===== src/rtl/uart_pkg.sv =====
// Shared UART definitions: frame state encoding, parity selectors and the
// parity helper used by both the transmitter and the receiver.
package uart_pkg;

    typedef enum logic [2:0] {
        IDLE,
        START,
        DATA,
        PARITY,
        STOP
    } uart_state_t;

    localparam logic PARITY_ODD  = 1'b0;
    localparam logic PARITY_EVEN = 1'b1;

    // Widest word the helper accepts; narrower words are zero-extended, which
    // leaves their XOR reduction unchanged.
    localparam int PARITY_DATA_W = 32;

    function automatic logic uart_parity(input logic [PARITY_DATA_W-1:0] data,
                                         input logic                     parity_type);
        return (parity_type == PARITY_EVEN) ? ^data : ~^data;
    endfunction

endpackage


===== src/rtl/uart_tx.sv =====
// UART transmitter: start bit, UART_SIZE data bits LSB first, optional parity,
// STOP_BITS stop bits. Bit timing comes from an external phase accumulator.
module uart_tx #(
    parameter int UART_SIZE = 8,
    parameter int STOP_BITS = 1
) (
    input  logic                 clk,
    input  logic                 reset,
    input  logic                 baud_tick,
    output logic                 phase_accum_reset,
    input  logic [UART_SIZE-1:0] tx_data,
    input  logic                 tx_valid,
    output logic                 tx_ready,
    input  logic                 parity_enable,
    input  logic                 parity_type,
    output logic                 TX,
    output logic                 busy,
    output logic                 done
);
    import uart_pkg::*;

    localparam int               CNT_W     = $clog2(UART_SIZE) + 1;
    localparam logic [CNT_W-1:0] LAST_DATA = CNT_W'(UART_SIZE - 1);
    localparam logic             STOP_LAST = 1'(STOP_BITS - 1);

    uart_state_t          state;
    logic [UART_SIZE-1:0] shift_reg;
    logic [UART_SIZE-1:0] shift_next;
    logic                 parity_en_q;
    logic                 parity_bit_q;
    logic [CNT_W-1:0]     bit_count;
    logic                 stop_count;
    logic                 accept;

    assign accept     = tx_valid && tx_ready;
    assign shift_next = shift_reg >> 1;

    // NOTE: every register here is updated with <= so all state moves together
    // on the edge and reads in this block see the pre-edge values.
    always_ff @(posedge clk) begin
        if (reset) begin
            state             <= IDLE;
            TX                <= 1'b1;
            phase_accum_reset <= 1'b1;
            tx_ready          <= 1'b1;
            busy              <= 1'b0;
            done              <= 1'b0;
            shift_reg         <= '0;
            parity_en_q       <= 1'b0;
            parity_bit_q      <= 1'b0;
            bit_count         <= '0;
            stop_count        <= 1'b0;
        end else begin
            done <= 1'b0;
            case (state)
                IDLE: begin
                    // baud_tick is deliberately ignored here; an accept wins.
                    if (accept) begin
                        shift_reg         <= tx_data;
                        parity_en_q       <= parity_enable;
                        parity_bit_q      <= uart_parity(PARITY_DATA_W'(tx_data), parity_type);
                        TX                <= 1'b0;
                        phase_accum_reset <= 1'b0;
                        tx_ready          <= 1'b0;
                        busy              <= 1'b1;
                        state             <= START;
                    end
                end
                START: begin
                    if (baud_tick) begin
                        TX        <= shift_reg[0];
                        bit_count <= '0;
                        state     <= DATA;
                    end
                end
                DATA: begin
                    if (baud_tick) begin
                        if (bit_count < LAST_DATA) begin
                            shift_reg <= shift_next;
                            TX        <= shift_next[0];
                            bit_count <= bit_count + 1'b1;
                        end else if (parity_en_q) begin
                            TX    <= parity_bit_q;
                            state <= PARITY;
                        end else begin
                            TX         <= 1'b1;
                            stop_count <= 1'b0;
                            state      <= STOP;
                        end
                    end
                end
                PARITY: begin
                    if (baud_tick) begin
                        TX         <= 1'b1;
                        stop_count <= 1'b0;
                        state      <= STOP;
                    end
                end
                STOP: begin
                    if (baud_tick) begin
                        if (stop_count == STOP_LAST) begin
                            done              <= 1'b1;
                            busy              <= 1'b0;
                            tx_ready          <= 1'b1;
                            phase_accum_reset <= 1'b1;
                            state             <= IDLE;
                        end else begin
                            stop_count <= stop_count + 1'b1;
                        end
                    end
                end
                default: begin
                    state             <= IDLE;
                    TX                <= 1'b1;
                    phase_accum_reset <= 1'b1;
                    tx_ready          <= 1'b1;
                    busy              <= 1'b0;
                    bit_count         <= '0;
                    stop_count        <= 1'b0;
                end
            endcase
        end
    end

endmodule


===== config.mk =====
export PLATFORM = sky130hd
export DESIGN_NAME = uart_tx
export DESIGN_NICKNAME = d
export VERILOG_FILES = /design/src/rtl/uart_pkg.sv /design/src/rtl/uart_tx.sv
export SDC_FILE = /design/constraint.sdc
export NUM_CORES = 1
export LEC_CHECK = 0
export ABC_AREA = 1
export ABC_CLOCK_PERIOD_IN_PS = 1690
export CELL_PAD_IN_SITES_DETAIL_PLACEMENT = 1
export CELL_PAD_IN_SITES_GLOBAL_PLACEMENT = 2
export CORE_MARGIN = 2
export CORE_UTILIZATION = 26
export DETAILED_ROUTE_END_ITERATION = 12
export HOLD_SLACK_MARGIN = 0.06
export PLACE_DENSITY_LB_ADDON = 0.08
export SYNTH_ARGS = -nofsm -noshare
export SYNTH_HDL_FRONTEND = slang
export SYNTH_SLANG_ARGS = --single-unit

===== constraint.sdc =====
create_clock -name clk -period 1.69 [get_ports clk]
set_clock_uncertainty 0.2 [all_clocks]
set_input_delay 0.338 -clock clk [delete_from_list [all_inputs] [get_ports clk]]
set_output_delay 0.338 -clock clk [all_outputs]
set_load 0.03 [all_outputs]

## After elaboration in Yosys (flattened, before gate mapping)

Index checks and enable logic that the tools add are counted.

| storage, ports and cells | value |
|---|---|
| logic and storage cells | 87 |
| bits in registers | 22 |

| operators by class | value |
|---|---|
| $lt $le $gt $ge | 1 |
| $add $sub $neg | 2 |
| mux-type cells | 40 |
| equal/unequal tests | 13 |
| bitwise logic cells | 5 |
| reduce and logical (&&, ||, !) cells | 16 |

Operators by type and width:

| kind | number |
|---|---|
| $reduce_xnor 32->1 | 1 |
| $reduce_xor 32->1 | 1 |
| $mux 3 | 8 |
| $mux 8 | 3 |
| $mux 1 | 19 |
| $ne 2x2->1 const B | 9 |
| $pmux 8 s2 | 1 |
| $pmux 3 s5 | 1 |
| $mux 4 | 3 |
| $pmux 4 s3 | 1 |
| $reduce_and 4->1 | 3 |
| $reduce_or 3->1 | 3 |
| $reduce_and 7->1 | 1 |
| $eq 3x2->1 const B | 2 |
| $pmux 1 s3 | 2 |
| $reduce_and 6->1 | 1 |
| $not 1->1 | 5 |
| $pmux 1 s5 | 1 |
| $reduce_and 5->1 | 1 |
| $add 4x1->4 const B | 1 |
| $lt 4x3->1 const B | 1 |
| $pmux 1 s4 | 1 |
| $eq 3x1->1 const B | 1 |
| $eq 3x3->1 const B | 1 |
| other kinds (6) | 6 |

## Logic depth before layout (Yosys ltp)

| depth | value |
|---|---|
| depth in word-level cells | 4 |
| depth in mapped cells | 10 |

## Least setup slack after synthesis

Ideal clock, no wire load.

| timing | value |
|---|---|
| path kind | flip-flop to flip-flop |
| start | register bit_count[0] |
| end | register bit_count[0] |
| arrival | 1.378 ns |
| stages on the path, launching flop included | 8 |
| slack | 0.045 ns |
| path buffers | 0 |
| setup time | 0.066 ns |
| period minus slack after synthesis | 1.645 ns |
| path through | dfxtp_1 > ha_1 > a21oi_1 > nor2_2 > nor2_4 > inv_2 > or2_1 > a21oi_2 |

| between the ends | value |
|---|---|
| longest elaborated chain between the ends | 4 |
| elaborated cells between the ends (all ways) | 7 |
| those cells by class | add/sub: 1; order compare: 1; eq/ne: 1; mux: 3; reduce/logical: 1 |

RTL lines:

| element | line | source |
|---|---|---|
| start, declared | uart_tx.sv:31 | `logic [CNT_W-1:0] bit_count;` |
| start signal, assigned | uart_tx.sv:81 | `bit_count <= bit_count + 1'b1;` |
| $add 4x1->4 | uart_tx.sv:81 |  |
| $mux 4 | uart_tx.sv:78 | `if (bit_count < LAST_DATA) begin` |
| $mux 4 | uart_tx.sv:77 | `if (baud_tick) begin` |
| $pmux 4 s3 | uart_tx.sv:55 | `case (state)` |

Parallel ways exist; a longest one is shown, timed or not. The select of a mux whose other input is x is not followed.
A chain may end at the register's enable or synchronous reset.

## Final worst setup path

| timing | value |
|---|---|
| start | register bit_count[1] |
| end | register shift_reg[7] |

| between the ends | value |
|---|---|
| longest elaborated chain between the ends | 3 |

RTL lines:

| element | line | source |
|---|---|---|
| $lt 4x3->1 | uart_tx.sv:78 |  |
| $ne 2x2->1 (no line) | - |  |
| $reduce_and 4->1 (no line) | - |  |
| end signal, assigned | uart_tx.sv:59 | `shift_reg <= tx_data;` |
| end signal, assigned | uart_tx.sv:79 | `shift_reg <= shift_next;` |
| end, declared | uart_tx.sv:27 | `logic [UART_SIZE-1:0] shift_reg;` |

No other way between the ends.

==> flow_metrics.env <==
export IMPL_outcome="completed"
export IMPL_p_per_area_mw_per_mm2=1424
export IMPL_synthMuxAreaShare=0
export IMPL_drtIter0Drc=20
export IMPL_finish_net_count=249
export IMPL_crit_chain="ha_4, a21oi_2, buf_4, nand2_4, buf_4, a21oi_4, nand3_1, a21oi_1"
export IMPL_critPathMaxStageDelay_ns=0.34
export IMPL_synth_top_family_by_area="simple AND/OR/NAND/NOR gates"
export IMPL_path_max_fanout=3
export IMPL_clock_fmax_ghz=0.6176
export IMPL_synth_cells=191
export IMPL_grt_pass1_wl_mm=5.865
export IMPL_die_width_um=73.23
export IMPL_end_kind="flop"
export IMPL_hold_depth=2
export IMPL_first_global_vias=1333
export IMPL_finalSetupViolCount=0
export IMPL_cts_max_path_buffers=2
export IMPL_worstHoldPathType="flop to flop"
export IMPL_wl_met2_mm=1.804
export IMPL_vias=1323
export IMPL_clkPwrFrac=0.136
export IMPL_p_int_mw=1.376
export IMPL_ys_warn_count=0
export IMPL_min_period_ns=1.619
export IMPL_seq_area_frac_synth=0.3373
export IMPL_finalCritPeriodShare=0.9580
export IMPL_sw_frac_of_total=0.4448
export IMPL_ir_drop_uv=405.8
export IMPL_cp_required_ns=1.68
export IMPL_crit_type="flop to flop"
export IMPL_dpl_hpwl_mm=2.821
export IMPL_final_cell_mix="nand2_1 (46), inv_1 (25), buf_4 (24)"
export IMPL_coreArea_mm2=0.004661
export IMPL_dp_cells=283
export IMPL_synth_compound_area_share=0.1787
export IMPL_place_ws_ns=-0.1973
export IMPL_antenna_found_initial=0
export IMPL_chipHeight_um=73.23
export IMPL_synthAdderAreaFrac=0.01004
export IMPL_wl_met1_mm=1.455
export IMPL_final_common_cell="nand2_1"
export IMPL_fp_row_count=25
export IMPL_start_util=0.2674
export IMPL_cap_violations=0
export IMPL_synthSimpleGateAreaFrac=0.3494
export IMPL_vias_per_cell=4.610
export IMPL_syn_area_mm2=0.001246
export IMPL_combPwrFrac=0.552
export IMPL_critPathLaunchType="flop"
export IMPL_ioPinCount=19
export IMPL_dpl_cell_area_mm2=0.001647
export IMPL_root_buffer="clkbuf_8"
export IMPL_power_leakage_nw=0.8168
export IMPL_io_buffers=18
export IMPL_drv_slew=0
export IMPL_ys_types=29
export IMPL_numCtsBuffers=3
export IMPL_synth_seq_cells=21
export IMPL_wire_per_inst_um=11.86
export IMPL_drtPass1Iterations=4
export IMPL_highest_layer="met4"
export IMPL_n_fill_cell=599
export IMPL_synth_nets=206
export IMPL_clk_insertion_delay_late_ns=0.26
export IMPL_drive_above_1_share=0.2403
export IMPL_tightest_slew_ns=0.3001
export IMPL_drc=0
export IMPL_final_hold_violation_count=0
export IMPL_layoutNonFillerInstCount=287
export IMPL_gp_congestion=0.8535
export IMPL_diodes=0
export IMPL_syn_avg_cell_area_um2=6.525
export IMPL_cts_tree="built"
export IMPL_global_route_usage_total=0.1414
export IMPL_design_area_mm2=0.001740
export IMPL_die_area_mm2=0.005363
export IMPL_overflow=0
export IMPL_relSlewSlack=0.8007
export IMPL_wl_met3_um=101
export IMPL_routed_wl_mm=3.404
export IMPL_cp_slowest_cell="dfxtp_2"
export IMPL_htree_levels=1
export IMPL_clk_pin_slew_worst_paths_ns=0.08
export IMPL_p_seq_frac=0.312
export IMPL_worst_ep_arrival_time_ns=1.61
export IMPL_largest_reg_flops=8
export IMPL_cts_hold_buf=0
export IMPL_cts_sinks=21
export IMPL_grt_max_degree=14
export IMPL_antenna_left=0
export IMPL_p_sw_mw=1.102
export IMPL_power_mw=2.478
export IMPL_synth_xor_area_frac=0.007028
export IMPL_holdWs_ns=0.2565
export IMPL_worst_r2r_path_depth=8
export IMPL_setup_ws_ns=0.07094
export IMPL_synthToLayoutAreaGrowth_pct=39.66
export IMPL_path_common_cell="buf_4"
[power groups by stage]
stage               Sequential, mW  Combinational [mW]  Clock [mW]
detailed placement           0.769                1.34           0
global route                 0.796                1.56       0.370
CTS                          0.759                1.38       0.356
floorplan                    0.814               0.854           0
global placement             0.762                1.31           0
finish                       0.775                1.37       0.337
[routing by layer]
| metal | GRT usage | up-vias |
|---|---|---|
| met4 | 0.04733 | 0 |
| met2 | 0.2693 | 15 |
| li1 | - | 689 |
| met1 | 0.1576 | 615 |
| met5 | 0 | - |
| met3 | 0.02072 | 4 |
[stage by stage]
step | setup TNS (ns) | util
after floorplan | 0 | -
after global placement | -1.416 | 0.3533
after detailed placement | -1.863 | 0.3533
after CTS | 0 | 0.3662
after global routing | -0.001568 | 0.3734
final | 0 | 0.3734
[cell families (layout without fill, tap and decap cells)]
group / count (synthesis) / after routing
AND/OR/NAND/NOR: 91 / 91
AO/OA/AOI/OAI: 42 / 42
buffers and inverters: 35 / 77
flip-flops: 21 / 21
adder cells (fa/ha/maj): 1 / 1
XOR/XNOR: 1 / 1
[final cells by class]
class / count / area (um^2) / share of cell area
multi-input cells: 135 / 724.4 / 0.4162
flip-flops and latches: 21 / 427.9 / 0.2459
repair buffers: 42 / 356.6 / 0.2049
inverters: 31 / 118.9 / 0.06830
well taps: 54 / 67.56 / 0.03882
clock buffers: 4 / 45.04 / 0.02588
[repair_timing]
item,in CTS,in global routing
endpoints found under the setup margin,14,17
buffers inserted,0,0
pin swaps,0,3
resized for setup,12,11
[synthesized netlist by cell type]
| cell | instances | area share |
|---|---|---|
| a21oi_1 | 19 | 0.076 |
| a21oi_2 | 2 | 0.014 |
| buf_2 | 1 | 0.0040 |
| buf_4 | 1 | 0.0060 |
| buf_6 | 1 | 0.0090 |
| clkbuf_1 | 1 | 0.0030 |
| dfxtp_1 | 21 | 0.34 |
| ha_1 | 1 | 0.010 |
| inv_1 | 25 | 0.075 |
| inv_2 | 5 | 0.015 |
| inv_4 | 1 | 0.0050 |
| nand2_1 | 47 | 0.14 |
| nand2_2 | 3 | 0.015 |
| nand2_4 | 2 | 0.018 |
| nand3_1 | 11 | 0.044 |
| nand3_2 | 1 | 0.0080 |
| nand3_4 | 1 | 0.014 |
| nand3b_1 | 1 | 0.0060 |
| nand4_1 | 1 | 0.0050 |
| nor2_1 | 16 | 0.048 |
| nor2_2 | 1 | 0.0050 |
| nor2_4 | 3 | 0.027 |
| nor3_1 | 3 | 0.012 |
| o211ai_1 | 1 | 0.0060 |
| o21a_1 | 1 | 0.0060 |
| o21ai_0 | 10 | 0.040 |
| o21ai_1 | 9 | 0.036 |
| or2_1 | 1 | 0.0050 |
| xnor2_1 | 1 | 0.0070 |
[critical path, delay by kind of cell, from the launching register on]
family | cells | cell delay [ns]
flops | 1 | 0.34
fa+ha+maj | 1 | 0.16
compound gates | 3 | 0.42
buf+inv | 2 | 0.28
simple gates | 2 | 0.15
[worst paths after layout]
check,to,slack [ns],start
worst max-delay path,shift_reg[7]$_SDFFE_PP0P_,0.07,bit_count[1]$_SDFFE_PP0P_
worst max register to register,shift_reg[7]$_SDFFE_PP0P_,0.07,bit_count[1]$_SDFFE_PP0P_
worst min-delay path,shift_reg[2]$_SDFFE_PP0P_,0.26,shift_reg[2]$_SDFFE_PP0P_
worst min register to register,shift_reg[2]$_SDFFE_PP0P_,0.26,shift_reg[2]$_SDFFE_PP0P_
No activity file was read; power rests on OpenSTA's default activity.
